==> src/rtl/u_rdiv8.sv <==
// 8-bit unsigned restoring divider: one quotient bit per cycle, valid/ready on both sides.
// Optional macro U_RDIV8_DIVZERO_EN adds the u_rdiv8_dz port and a one-cycle divide-by-zero path.
module u_rdiv8 (
    input  logic       clk,
    input  logic       rst_n,
    input  logic       in_valid,
    output logic       in_ready,
    input  logic [7:0] a,
    input  logic [7:0] b,
    output logic       out_valid,
    input  logic       out_ready,
    output logic [7:0] u_rdiv8_q,
    output logic [7:0] u_rdiv8_r
`ifdef U_RDIV8_DIVZERO_EN
    ,
    output logic       u_rdiv8_dz
`endif
);

    typedef enum logic [1:0] {
        IDLE = 2'd0,
        CALC = 2'd1,
        DONE = 2'd2
    } state_t;

    state_t      state_q, state_d;
    logic [7:0]  q_q, q_d;
    logic [7:0]  r_q, r_d;
    logic [7:0]  b_q, b_d;
    logic [3:0]  cnt_q, cnt_d;
    logic        in_ready_q, in_ready_d;
    logic        out_valid_q, out_valid_d;
    logic [8:0]  t_s;
    logic [8:0]  sub_s;
    logic        borrow_s;
`ifdef U_RDIV8_DIVZERO_EN
    logic        dz_q, dz_d;
`endif

    // 9-bit generate/propagate adder; returns {carry_out, sum[7:0]}.
    function automatic logic [8:0] cla9(input logic [8:0] x, input logic [8:0] y, input logic cin);
        logic [8:0] g;
        logic [8:0] p;
        logic [9:0] c;
        logic [8:0] s;
        g    = x & y;
        p    = x ^ y;
        c[0] = cin;
        for (int i = 0; i < 9; i++) begin
            c[i+1] = g[i] | (p[i] & c[i]);
        end
        s = p ^ c[8:0];
        return {c[9], s[7:0]};
    endfunction

    // T - B as T + ~B + 1; the carry out is the inverse of the borrow.
    assign t_s      = {r_q, q_q[7]};
    assign sub_s    = cla9(t_s, ~{1'b0, b_q}, 1'b1);
    assign borrow_s = ~sub_s[8];

    // Next-state logic for the FSM and datapath registers.
    always_comb begin
        state_d = state_q;
        q_d     = q_q;
        r_d     = r_q;
        b_d     = b_q;
        cnt_d   = cnt_q;
`ifdef U_RDIV8_DIVZERO_EN
        dz_d    = dz_q;
`endif
        case (state_q)
            IDLE: begin
                if (in_valid) begin
                    q_d     = a;
                    r_d     = 8'd0;
                    b_d     = b;
                    cnt_d   = 4'd0;
                    state_d = CALC;
`ifdef U_RDIV8_DIVZERO_EN
                    dz_d    = (b == 8'd0);
`endif
                end else begin
                    state_d = IDLE;
                end
            end
            CALC: begin
`ifdef U_RDIV8_DIVZERO_EN
                if (dz_q) begin
                    q_d     = 8'hFF;
                    r_d     = q_q;
                    state_d = DONE;
                end else
`endif
                // Eight steps on counts 0..7; count 8 spends one cycle entering DONE.
                if (cnt_q == 4'd8) begin
                    state_d = DONE;
                end else begin
                    cnt_d = cnt_q + 4'd1;
                    if (borrow_s) begin
                        r_d = t_s[7:0];
                        q_d = {q_q[6:0], 1'b0};
                    end else begin
                        r_d = sub_s[7:0];
                        q_d = {q_q[6:0], 1'b1};
                    end
                end
            end
            DONE: begin
                if (out_ready) begin
                    state_d = IDLE;
                end else begin
                    state_d = DONE;
                end
            end
            default: begin
                state_d = IDLE;
            end
        endcase
        in_ready_d  = (state_d == IDLE);
        out_valid_d = (state_d == DONE);
    end

    // State and datapath registers.
    always_ff @(posedge clk or negedge rst_n) begin
        if (!rst_n) begin
            state_q     <= IDLE;
            q_q         <= 8'd0;
            r_q         <= 8'd0;
            b_q         <= 8'd0;
            cnt_q       <= 4'd0;
            in_ready_q  <= 1'b1;
            out_valid_q <= 1'b0;
`ifdef U_RDIV8_DIVZERO_EN
            dz_q        <= 1'b0;
`endif
        end else begin
            state_q     <= state_d;
            q_q         <= q_d;
            r_q         <= r_d;
            b_q         <= b_d;
            cnt_q       <= cnt_d;
            in_ready_q  <= in_ready_d;
            out_valid_q <= out_valid_d;
`ifdef U_RDIV8_DIVZERO_EN
            dz_q        <= dz_d;
`endif
        end
    end

    assign in_ready   = in_ready_q;
    assign out_valid  = out_valid_q;
    assign u_rdiv8_q  = q_q;
    assign u_rdiv8_r  = r_q;
`ifdef U_RDIV8_DIVZERO_EN
    assign u_rdiv8_dz = dz_q;
`endif

endmodule

==> config.mk <==
export PLATFORM = sky130hd
export DESIGN_NAME = u_rdiv8
export DESIGN_NICKNAME = d
export VERILOG_FILES = /design/src/rtl/u_rdiv8.sv
export SDC_FILE = /design/constraint.sdc
export NUM_CORES = 1
export LEC_CHECK = 0
export ABC_AREA = 1
export BUFFER_PORTS_ARGS = -buffer_cell sky130_fd_sc_hd__buf_2
export CELL_PAD_IN_SITES_DETAIL_PLACEMENT = 1
export CELL_PAD_IN_SITES_GLOBAL_PLACEMENT = 1
export CORE_MARGIN = 2
export CORE_UTILIZATION = 42
export CTS_CLUSTER_DIAMETER = 60
export DETAILED_ROUTE_END_ITERATION = 6
export PLACE_DENSITY = 0.93
export SETUP_SLACK_MARGIN = 0.1
export SYNTH_ARGS = -nofsm -noshare
export SYNTH_HDL_FRONTEND = slang
export SYNTH_SLANG_ARGS = --single-unit
==> constraint.sdc <==
create_clock -name clk -period 8.7 [get_ports clk]
set_input_delay 1.74 -clock clk [delete_from_list [all_inputs] [get_ports clk]]
set_output_delay 1.74 -clock clk [all_outputs]
set_load 0.01 [all_outputs]
# After elaboration in Yosys (flattened, before gate mapping)

Index checks and enable logic that the tools add are counted.

$add $sub $neg: 1
Equality and inequality tests: 6
Multiplexer cells: 15
Bitwise operators: 21
Reductions and logical operators: 5

Operators with widths:

| operator                                             | count |
|---|---|
| 2-to-1 mux 8 bit                                     | 5 |
| one-hot mux 8 bit (2 select lines)                   | 2 |
| bitwise AND 9 bit                                    | 1 |
| NOT 8 -> 9 bit                                       | 1 |
| OR 1 bit                                             | 9 |
| XOR 9 bit                                            | 1 |
| bitwise AND 1 bit                                    | 8 |
| 2-to-1 mux 4 bit                                     | 2 |
| one-hot mux 4 bit (2 select lines)                   | 1 |
| XOR 8 bit                                            | 1 |
| one-hot mux 2 bit (3 select lines)                   | 1 |
| adder 4 x 1 -> 4 bit (second input constant)         | 1 |
| equality test 2 bit (second input constant)          | 2 |
| equality test 4 bit (second input constant)          | 1 |
| logical NOT 2 bit                                    | 2 |
| 2-to-1 mux 2 bit                                     | 2 |
| != test 2 bit (second input constant)                | 2 |
| AND reduction 3 bit                                  | 1 |
| equality test 2 x 1 -> 1 bit (second input constant) | 1 |
| 2-to-1 mux 1 bit                                     | 2 |
| AND reduction 2 bit                                  | 1 |
| nonzero test 2 bit                                   | 1 |

Register bits: 32
Bits of input ports: 20
Output and inout port bits: 18
Logic and storage cells: 55

# Depth between registers and ports, before layout

Gate-level depths: netlist of the first run.

Word-level depth: 22
Depth in mapped cells: 16
Mapped depth without buffers: 16

# Least setup slack after synthesis of the first run

Ideal clock, no wire load.

Path type: reg-to-reg
From: register q_q[7] (netlist: u_rdiv8_q[7])
To: register r_q[6] (netlist: u_rdiv8_r[6])
Setup time: 117 ps
Data arrival time: 3580 ps
Setup slack: 5004 ps
Stages on the path, launching flop included: 17
Clock period less this slack: 3696 ps
Cell sequence: dfrtp_1 > inv_1 > ha_1 > fa_1 > fa_1 > fa_1 > fa_1 > fa_1 > fa_1 > inv_1 > fa_1 > nor2_2 > buf_2 > nand2_1 > o21ai_0 > nand2_1 > nand2_1

Cells in the longest elaborated chain, start to end: 21
Elaborated cells on any way between the ends: 23
Classes of those cells: mux (3); bitwise (20)

RTL lines:

| item                                                  | line   | text |
|---|---|---|
| from (decl)                                           | 27     | `logic [7:0] q_q, q_d;` |
| from (signal assigned)                                | 138    | `q_q <= q_d;` |
| bitwise AND 9 bit / XOR 9 bit (equally long branches) | 46, 47 |  |
| OR 1 bit (*)                                          | 50     | `c[i+1] = g[i] \| (p[i] & c[i]);` |
| bitwise AND 1 bit (*)                                 | 50     |  |
| OR 1 bit (*)                                          | 50     |  |
| bitwise AND 1 bit (*)                                 | 50     |  |
| OR 1 bit (*)                                          | 50     |  |
| bitwise AND 1 bit (*)                                 | 50     |  |
| OR 1 bit (*)                                          | 50     |  |
| [... 5 more ...]                                      | -      |  |
| OR 1 bit                                              | 50     |  |
| bitwise AND 1 bit                                     | 50     |  |
| OR 1 bit                                              | 50     |  |
| bitwise AND 1 bit                                     | 50     |  |
| OR 1 bit                                              | 50     |  |
| 2-to-1 mux 8 bit (*)                                  | 99     | `if (borrow_s) begin` |
| 2-to-1 mux 8 bit (*)                                  | 95     | `if (cnt_q == 4'd8) begin` |
| one-hot mux 8 bit (2 select lines) (*)                | 71     | `case (state_q)` |
| to (signal assigned)                                  | 139    | `r_q <= r_d;` |
| to (decl)                                             | 28     | `logic [7:0] r_q, r_d;` |

Every way passes the cells marked *; elsewhere a longest branch is shown, timed or not. The select of a mux whose other input is x is not followed.
A chain may end at the register's enable or synchronous reset.

# Final worst setup path of the first run

Ends and elaborated chain as after synthesis.

==> results of run 1 <==
-- metal layers --
metal / wire [um] / up-vias / global-route usage [%] / share of wire (%)
li1: - / 720 / - / -
met3: 89 / 6 / 4.61 / 2.0
met4: 63 / 0 / 7.50 / 1.4
met5: 0 / - / 0 / 0
met1: 1930 / 770 / 29.1 / 42
met2: 2470 / 16 / 37.1 / 54
-- tightest hold or removal path, stage by stage (launching register included) --
cell	delay (ns)
dfrtp_1	0.32
inv_1	0.06
a21oi_1	0.11
-- area by class of cell --
cell class	instances	area, um^2	share of cell area (%)
well taps	50	62.6	3.10
multi-input cells	147	774	38.4
flip-flops and latches	32	802	39.7
repair buffers	37	185	9.18
clock buffers	8	100	4.96
inverters	25	93.8	4.65
-- registers in the layout, indices dropped and copies added, names as in the netlist --
name	cells
b_q	8
u_rdiv8_q	8
u_rdiv8_r	8
cnt_q	4
state_q	2
in_ready	1
out_valid	1
-- metrics by stage --
stage | util (%) | power [mW] | cells | hold slack, ns | cell area [um^2]
floorplan | - | 0.598 | 211 | 0.457 | 1730
global placement | 48.3 | 0.686 | 291 | 0.488 | 1920
detailed placement | 48.3 | 0.732 | 291 | 0.520 | 1920
CTS | 50.8 | 0.872 | 299 | 0.537 | 2020
global route | 50.8 | 0.951 | 299 | 0.561 | 2020
finish | 50.8 | 0.863 | 299 | 0.532 | 2020
-- kinds of logic (layout without fill, tap and decap cells) --
kind of cell / Yosys count / in the layout / share of synthesized area, %
AND/OR/NAND/NOR: 119 / 119 / 29.2
adder cells (fa/ha/maj): 10 / 10 / 10.3
buffers and inverters: 32 / 70 / 8.63
XOR/XNOR: 1 / 1 / 0.508
AO/OA/AOI/OAI: 17 / 17 / 4.93
flip-flops: 32 / 32 / 46.5
-- where the power goes --
group	internal (mW)	switching (mW)
clock network	0.0722	0.0559
registers	0.220	0.0630
logic	0.159	0.293
total	0.451	0.411
-- cells in the final DEF (no fill, tap or decap) --
master / n
inv_1: 23
nand2_2: 1
nor2_2: 1
o21ai_0: 16
ha_1: 3
nand2_1: 88
a21oi_1: 1
xor2_1: 1
nor2_4: 1
dfstp_2: 1
buf_2: 37
dfrtp_1: 31
nand2_4: 1
nand4_1: 1
inv_2: 2
nor2_1: 3
nand3_1: 22
fa_1: 7
clkbuf_1: 1
clkbuf_8: 7
nand3_2: 1
-- worst paths after layout --
| check | startpoint | endpoint | cells after the start |
|---|---|---|---|
| worst max-delay path | u_rdiv8_q[7] | u_rdiv8_r[6] | 15 |
| worst min-delay path | b_q[7] | b_q[7] | 2 |
| worst max register to register | u_rdiv8_q[7] | u_rdiv8_r[6] | 15 |
| worst min register to register | b_q[7] | b_q[7] | 2 |
| max in group asynchronous | rst_n | u_rdiv8_r[0] | 1 |
| min in group asynchronous | rst_n | u_rdiv8_r[4] | 1 |
==> tab_implementation.tex, run 1 <==
\begin{tabular}{lr}
\hline
Metric & Value \\
\hline
\multicolumn{2}{l}{\textbf{Setup path}} \\
\quad Crit-path cells & inv\_1, ha\_1, fa\_1, fa\_1, fa\_1, fa\_1, fa\_1, fa\_1, inv\_1, fa\_1, nor2\_2, nand2\_1, o21ai\_0, nand2\_1, nand2\_1 \\
\quad Crit path arrival time & 4.08 ns \\
\quad Cell at the slowest stage of the critical path & dfrtp\_1 \\
\quad Critical-path maximum fanout & 15 \\
\quad Critical Path Source Type & register \\
\quad Required time worst endpoint & 8.88 ns \\
\quad Slowest cell delay on critical path & 0.41 ns \\
\quad CP Buf/Inv Count & 2 \\
\quad Crit path top cell by count & fa\_1 \\
\quad Critical path's top delay family & adder cells \\
\quad Crit Path Class & register to register \\
\quad Crit end category & register \\
\quad Worst reg2reg setup slack & 4.80 ns \\
\multicolumn{2}{l}{\textbf{Power and ir drop}} \\
\quad Max VDD drop & 0.175 mV \\
\quad Cell area power density & 427 nW/um\^{}2 \\
\quad Leak Pwr & 1.14 nW \\
\multicolumn{2}{l}{\textbf{Placement}} \\
\quad Number of I/O port buffers & 37 \\
\quad Minimum setup slack after placement & 4.82 ns \\
\quad HPWL reported at the end of detailed placement & 3150 um \\
\quad RePlAce Congestion & 0.757 \\
\multicolumn{2}{l}{\textbf{Synth}} \\
\quad Biggest area consumer among synthesized cells & dfrtp\_1 \\
\quad Mean Syn Cell Area & 8.18 um\^{}2 \\
\quad Most repeated cell in the gate-level netlist after synthesis & nand2\_1 \\
\quad Prevailing post-synth register cell & dfrtp\_1 \\
\quad Netlist area before placement & 1730 um\^{}2 \\
\quad Number of warnings issued by yosys & 0 \\
\quad Number of distinct library cells after synthesis & 21 \\
\quad Post-synth top cells & nand2\_1, dfrtp\_1, inv\_1 \\
\quad Syn\_nets & 241 \\
\quad Flop and latch count out of synthesis & 32 \\
\quad Number of flops mapped to enable cells by yosys & 0 \\
\quad Part of the Yosys area used for sequential elements & 46.5\% \\
\quad Fraction of synthesized cell area taken by the top area cell type & 45.0\% \\
\quad Cells after synthesis & 211 \\
\quad Ranking of synthesized cells by area & dfrtp\_1, nand2\_1, fa\_1 \\
\quad Post-synth ARST share & 100\% \\
\multicolumn{2}{l}{\textbf{Timing}} \\
\quad Setup-violating endpoint count in the final report & 0 \\
\quad Actual slew at the worst max-slew pin & 0.729 ns \\
\quad Worst-case clock skew & 0.00863 ns \\
\quad Setup TNS Final & 0 ns \\
\quad Final max-slew violation count & 0 \\
\quad Unrepaired setup endpoints after global routing & false \\
\quad Count of endpoints failing hold in the final timing report & 0 \\
\quad Final worst-path cycle share & 44.8\% \\
\quad F\_max & 256 MHz \\
\quad Worst slew margin relative to its limit & 51.3\% \\
\quad Tmin final & 3.90 ns \\
\quad Setup slack of the critical path after layout & 4.80 ns \\
\multicolumn{2}{l}{\textbf{Min path}} \\
\quad HP Class & register to register \\
\multicolumn{2}{l}{\textbf{Drt}} \\
\quad Drt drc & 0 \\
\quad Wire length per cell after detailed routing & 15.2 um \\
\quad Via total after detailed routing & 1,512 \\
\quad Count of TritonRoute iterations in the first routing pass & 4 \\
\quad Wire length after detailed routing & 4550 um \\
\quad Initial detailed-routing violation count & 87 \\
\quad Number of antenna-violating nets in the routed design & 0 \\
\quad Average via count per standard cell & 5.06 \\
\multicolumn{2}{l}{\textbf{Clocking}} \\
\quad Skew-Pair Late Insertion Delay & 0.29 ns \\
\quad Total CTS buffers & 5 \\
\quad H-tree depth & 2 \\
\quad Number of clock sinks seen by CTS & 32 \\
\quad Hold\_buf cts & 0 \\
\quad Count of instances resized after the clock tree is built & 0 \\
\quad Clock transition at the registers of the reported paths & 0.07 ns \\
\quad Clock tree from TritonCTS & yes \\
\quad CTS max path bufs & 2 \\
\quad Root Buffer & clkbuf\_8 \\
\quad Number of buffers inserted by post-CTS setup repair & 0 \\
\multicolumn{2}{l}{\textbf{Layout}} \\
\quad Antenna diode count & 0 \\
\quad Ratio of cells with drive above 1 in the final layout & 20.9\% \\
\quad Count of fill cells added during filler insertion & 502 \\
\quad Area added between synthesis and finish & 17.0\% \\
\quad Layout Nets & 278 \\
\multicolumn{2}{l}{\textbf{Die}} \\
\quad Die X & 68.1 um \\
\quad Area of the core region & 3970 um\^{}2 \\
\quad Total die area & 4640 um\^{}2 \\
\quad Placement row count & 23 \\
\quad Chip Height & 68.1 um \\
\quad Initial standard-cell utilization of the core & 43.4\% \\
\quad Num ports & 38 \\
\multicolumn{2}{l}{\textbf{Global route}} \\
\quad Number of global-route vias before repair & 1,523 \\
\quad Maximum number of pins on one net before global-route repair & 38 \\
\quad Antenna violations before repair & 0 \\
\quad Grt total ovfl & 0 \\
\quad Overall routing resource usage & 22.3\% \\
\quad Wire length of the first global-routing pass & 7490 um \\
\multicolumn{2}{l}{\textbf{Flow run}} \\
\quad Max-cap check violation count & 0 \\
\multicolumn{2}{l}{\textbf{Outcome}} \\
\quad Status & finished, final reports clean \\
\hline
\end{tabular}
(Power assumes the default switching activity.)
==> run 2, diff against run 1 <==
--- a/config.mk
+++ b/config.mk
@@ -10,10 +10,10 @@
 export CELL_PAD_IN_SITES_DETAIL_PLACEMENT = 1
 export CELL_PAD_IN_SITES_GLOBAL_PLACEMENT = 1
 export CORE_MARGIN = 2
-export CORE_UTILIZATION = 42
+export CORE_UTILIZATION = 35
 export CTS_CLUSTER_DIAMETER = 60
 export DETAILED_ROUTE_END_ITERATION = 6
-export PLACE_DENSITY = 0.93
+export PLACE_DENSITY = 0.84
 export SETUP_SLACK_MARGIN = 0.1
 export SYNTH_ARGS = -nofsm -noshare
 export SYNTH_HDL_FRONTEND = slang
==> constraint.sdc (replaced) <==
create_clock -name clk -period 3.46 [get_ports clk]
set_input_delay 0.692 -clock clk [delete_from_list [all_inputs] [get_ports clk]]
set_output_delay 0.692 -clock clk [all_outputs]
set_load 0.01 [all_outputs]
==> tab_implementation.tex, run 2 (synthesis results as in run 1) <==
\begin{tabular}{lr}
\hline
Metric & Value \\
\hline
\multicolumn{2}{l}{\textbf{Power and ir drop}} \\
\quad Sequential share of power & 32.4\% \\
\quad Int Pwr & 1.17 mW \\
\quad Switching Fraction & 47.0\% \\
\quad Max VDD drop & 0.501 mV \\
\quad Part of the total power dissipated in combinational logic & 53.8\% \\
\quad Switch Pwr & 1.03 mW \\
\quad Final total power & 2.20 mW \\
\quad Leak Pwr & 1.14 nW \\
\quad Clock power share & 13.8\% \\
\quad Cell area power density & 1060 nW/um\^{}2 \\
\multicolumn{2}{l}{\textbf{Die}} \\
\quad Die X & 74.2 um \\
\quad Placement row count & 25 \\
\quad Area of the core region & 4720 um\^{}2 \\
\quad Chip Height & 74.2 um \\
\quad Num ports & 38 \\
\quad Initial standard-cell utilization of the core & 36.5\% \\
\quad Total die area & 5510 um\^{}2 \\
\multicolumn{2}{l}{\textbf{Layout}} \\
\quad Most frequent standard cell in the layout excluding fill and tap cells & nand2\_1 \\
\quad Ratio of cells with drive above 1 in the final layout & 25.4\% \\
\quad Commonest cells after routing, fill and taps aside & nand2\_1, buf\_2, dfrtp\_1 \\
\quad Layout Nets & 281 \\
\quad Area added between synthesis and finish & 20.5\% \\
\quad Count of non-filler cells in the finished layout & 319 \\
\quad Antenna diode count & 0 \\
\multicolumn{2}{l}{\textbf{Setup path}} \\
\quad CP Depth & 14 \\
\quad R2R Path Start & u\_rdiv8\_q[7] \\
\quad Crit path arrival time & 3.67 ns \\
\quad Slowest cell delay on critical path & 0.42 ns \\
\quad Critical Path Source Type & register \\
\quad Crit path top cell by count & fa\_2 \\
\quad CP Buf/Inv Count & 2 \\
\quad Cell at the slowest stage of the critical path & fa\_2 \\
\quad Required time worst endpoint & 3.64 ns \\
\quad Critical Path Source & u\_rdiv8\_q[7] \\
\quad Crit-path cells & inv\_1, ha\_2, fa\_2, fa\_2, fa\_2, fa\_2, fa\_2, fa\_2, inv\_2, fa\_2, nand2\_1, nand2\_1, nand2\_1, nand2\_1 \\
\quad Crit Path Class & register to register \\
\quad Crit end category & register \\
\quad R2R cell count & 14 \\
\quad Critical-path maximum fanout & 2 \\
\quad Critical path's top delay family & adder cells \\
\multicolumn{2}{l}{\textbf{Drt}} \\
\quad Via total after detailed routing & 1,503 \\
\quad Wire length after detailed routing & 4350 um \\
\quad Initial detailed-routing violation count & 58 \\
\quad Wire length per cell after detailed routing & 13.6 um \\
\quad Count of TritonRoute iterations in the first routing pass & 4 \\
\quad Average via count per standard cell & 4.71 \\
\quad Drt drc & 0 \\
\quad Number of antenna-violating nets in the routed design & 0 \\
\multicolumn{2}{l}{\textbf{Global route}} \\
\quad Antenna violations before repair & 0 \\
\quad Grt total ovfl & 0 \\
\quad Maximum number of pins on one net before global-route repair & 33 \\
\quad Number of global-route vias before repair & 1,475 \\
\quad Overall routing resource usage & 17.7\% \\
\quad Wire length of the first global-routing pass & 7310 um \\
\multicolumn{2}{l}{\textbf{Timing}} \\
\quad F\_max & 286 MHz \\
\quad Final max-slew violation count & 0 \\
\quad Final worst-path cycle share & 101\% \\
\quad Worst Hold Slack & 0.457 ns \\
\quad Actual slew at the worst max-slew pin & 0.743 ns \\
\quad Setup-violating endpoint count in the final report & 2 \\
\quad Unrepaired setup endpoints after global routing & true \\
\quad Worst-case clock skew & 0.00773 ns \\
\quad Worst slew margin relative to its limit & 50.4\% \\
\quad Setup slack of the critical path after layout & -0.0343 ns \\
\quad Tmin final & 3.49 ns \\
\quad Count of endpoints failing hold in the final timing report & 0 \\
\multicolumn{2}{l}{\textbf{Clocking}} \\
\quad Number of clock sinks seen by CTS & 32 \\
\quad Root Buffer & clkbuf\_8 \\
\quad Total CTS buffers & 5 \\
\quad H-tree depth & 2 \\
\quad CTS max path bufs & 2 \\
\quad Skew-Pair Late Insertion Delay & 0.29 ns \\
\quad Clock transition at the registers of the reported paths & 0.07 ns \\
\quad Clock tree from TritonCTS & yes \\
\multicolumn{2}{l}{\textbf{Outcome}} \\
\quad Status & finished, violations left \\
\quad Violations in the final reports & negative setup slack \\
\multicolumn{2}{l}{\textbf{Placement}} \\
\quad Minimum setup slack after placement & -0.0224 ns \\
\quad Instance count after placement with tap cells included & 310 \\
\quad RePlAce Congestion & 0.730 \\
\quad HPWL reported at the end of detailed placement & 3000 um \\
\quad Number of I/O port buffers & 37 \\
\multicolumn{2}{l}{\textbf{Min path}} \\
\quad HP Class & input port to asynchronous set/reset pin \\
\multicolumn{2}{l}{\textbf{Flow run}} \\
\quad Max-cap check violation count & 0 \\
\hline
\end{tabular}
==> run 2: changes by cell type in the layout (fill, tap and decap cells not counted), moves of 3 or more <==
cell and delta:
buf_4 +3, fa_1 -7, fa_2 +7, o21ai_0 -6
o21ai_1 +6
==> run 2: layout make-up <==
type / count / area (um^2)
Inverter: 25 / 93.8
Tap cell: 67 / 83.8
Clock buffer: 8 / 90.1
Multi-Input combinational cell: 147 / 802
Fill cell: 603 / 2640
Timing Repair Buffer: 40 / 208
Sequential cell: 32 / 802
==> run 2: final timing paths <==
check,endpoint,slack [ns]
max,u_rdiv8_r[7],-0.03
min,b_q[3],0.46
max reg2reg,u_rdiv8_r[7],-0.03
min reg2reg,b_q[0],0.53
max in group asynchronous,u_rdiv8_q[5],2.52
min in group clk,b_q[0],0.53
==> run 2: timing repair <==
| action | in CTS | in global routing |
|---|---|---|
| hold buffers | 0 | 0 |
| endpoints found under the setup margin | 9 | 9 |
| resized for setup | 2 | 0 |
| setup buffers | 0 | 1 |
| pin swaps | 1 | 0 |
==> run 2: power by group through the flow <==
stage                     sequential (mW)  combinational, mW  clock (mW)
final                               0.713               1.18       0.304
after CTS                           0.713               1.21       0.309
after global placement              0.710               1.10           0
after detailed placement            0.716               1.18           0
after global routing                0.743               1.38       0.323
after floorplan                     0.730              0.849           0
==> run 2: layer usage <==
layer / part of all wire [%] / track usage [%]
met4: 1.7 / 7.14
met3: 2.8 / 3.25
met5: 0 / 0
met2: 50 / 28.6
met1: 45 / 23.8
==> run 2: stage by stage <==
stage	util [%]	TNS, ns	cell area [um^2]
2_1_floorplan	-	0	1760
3_3_place_gp	41.9	0	1980
3_5_place_dp	41.9	-0.0224	1980
4_1_cts	43.9	-0.0498	2070
5_1_grt	44.0	-0.971	2080
6_report	44.0	-0.0377	2080
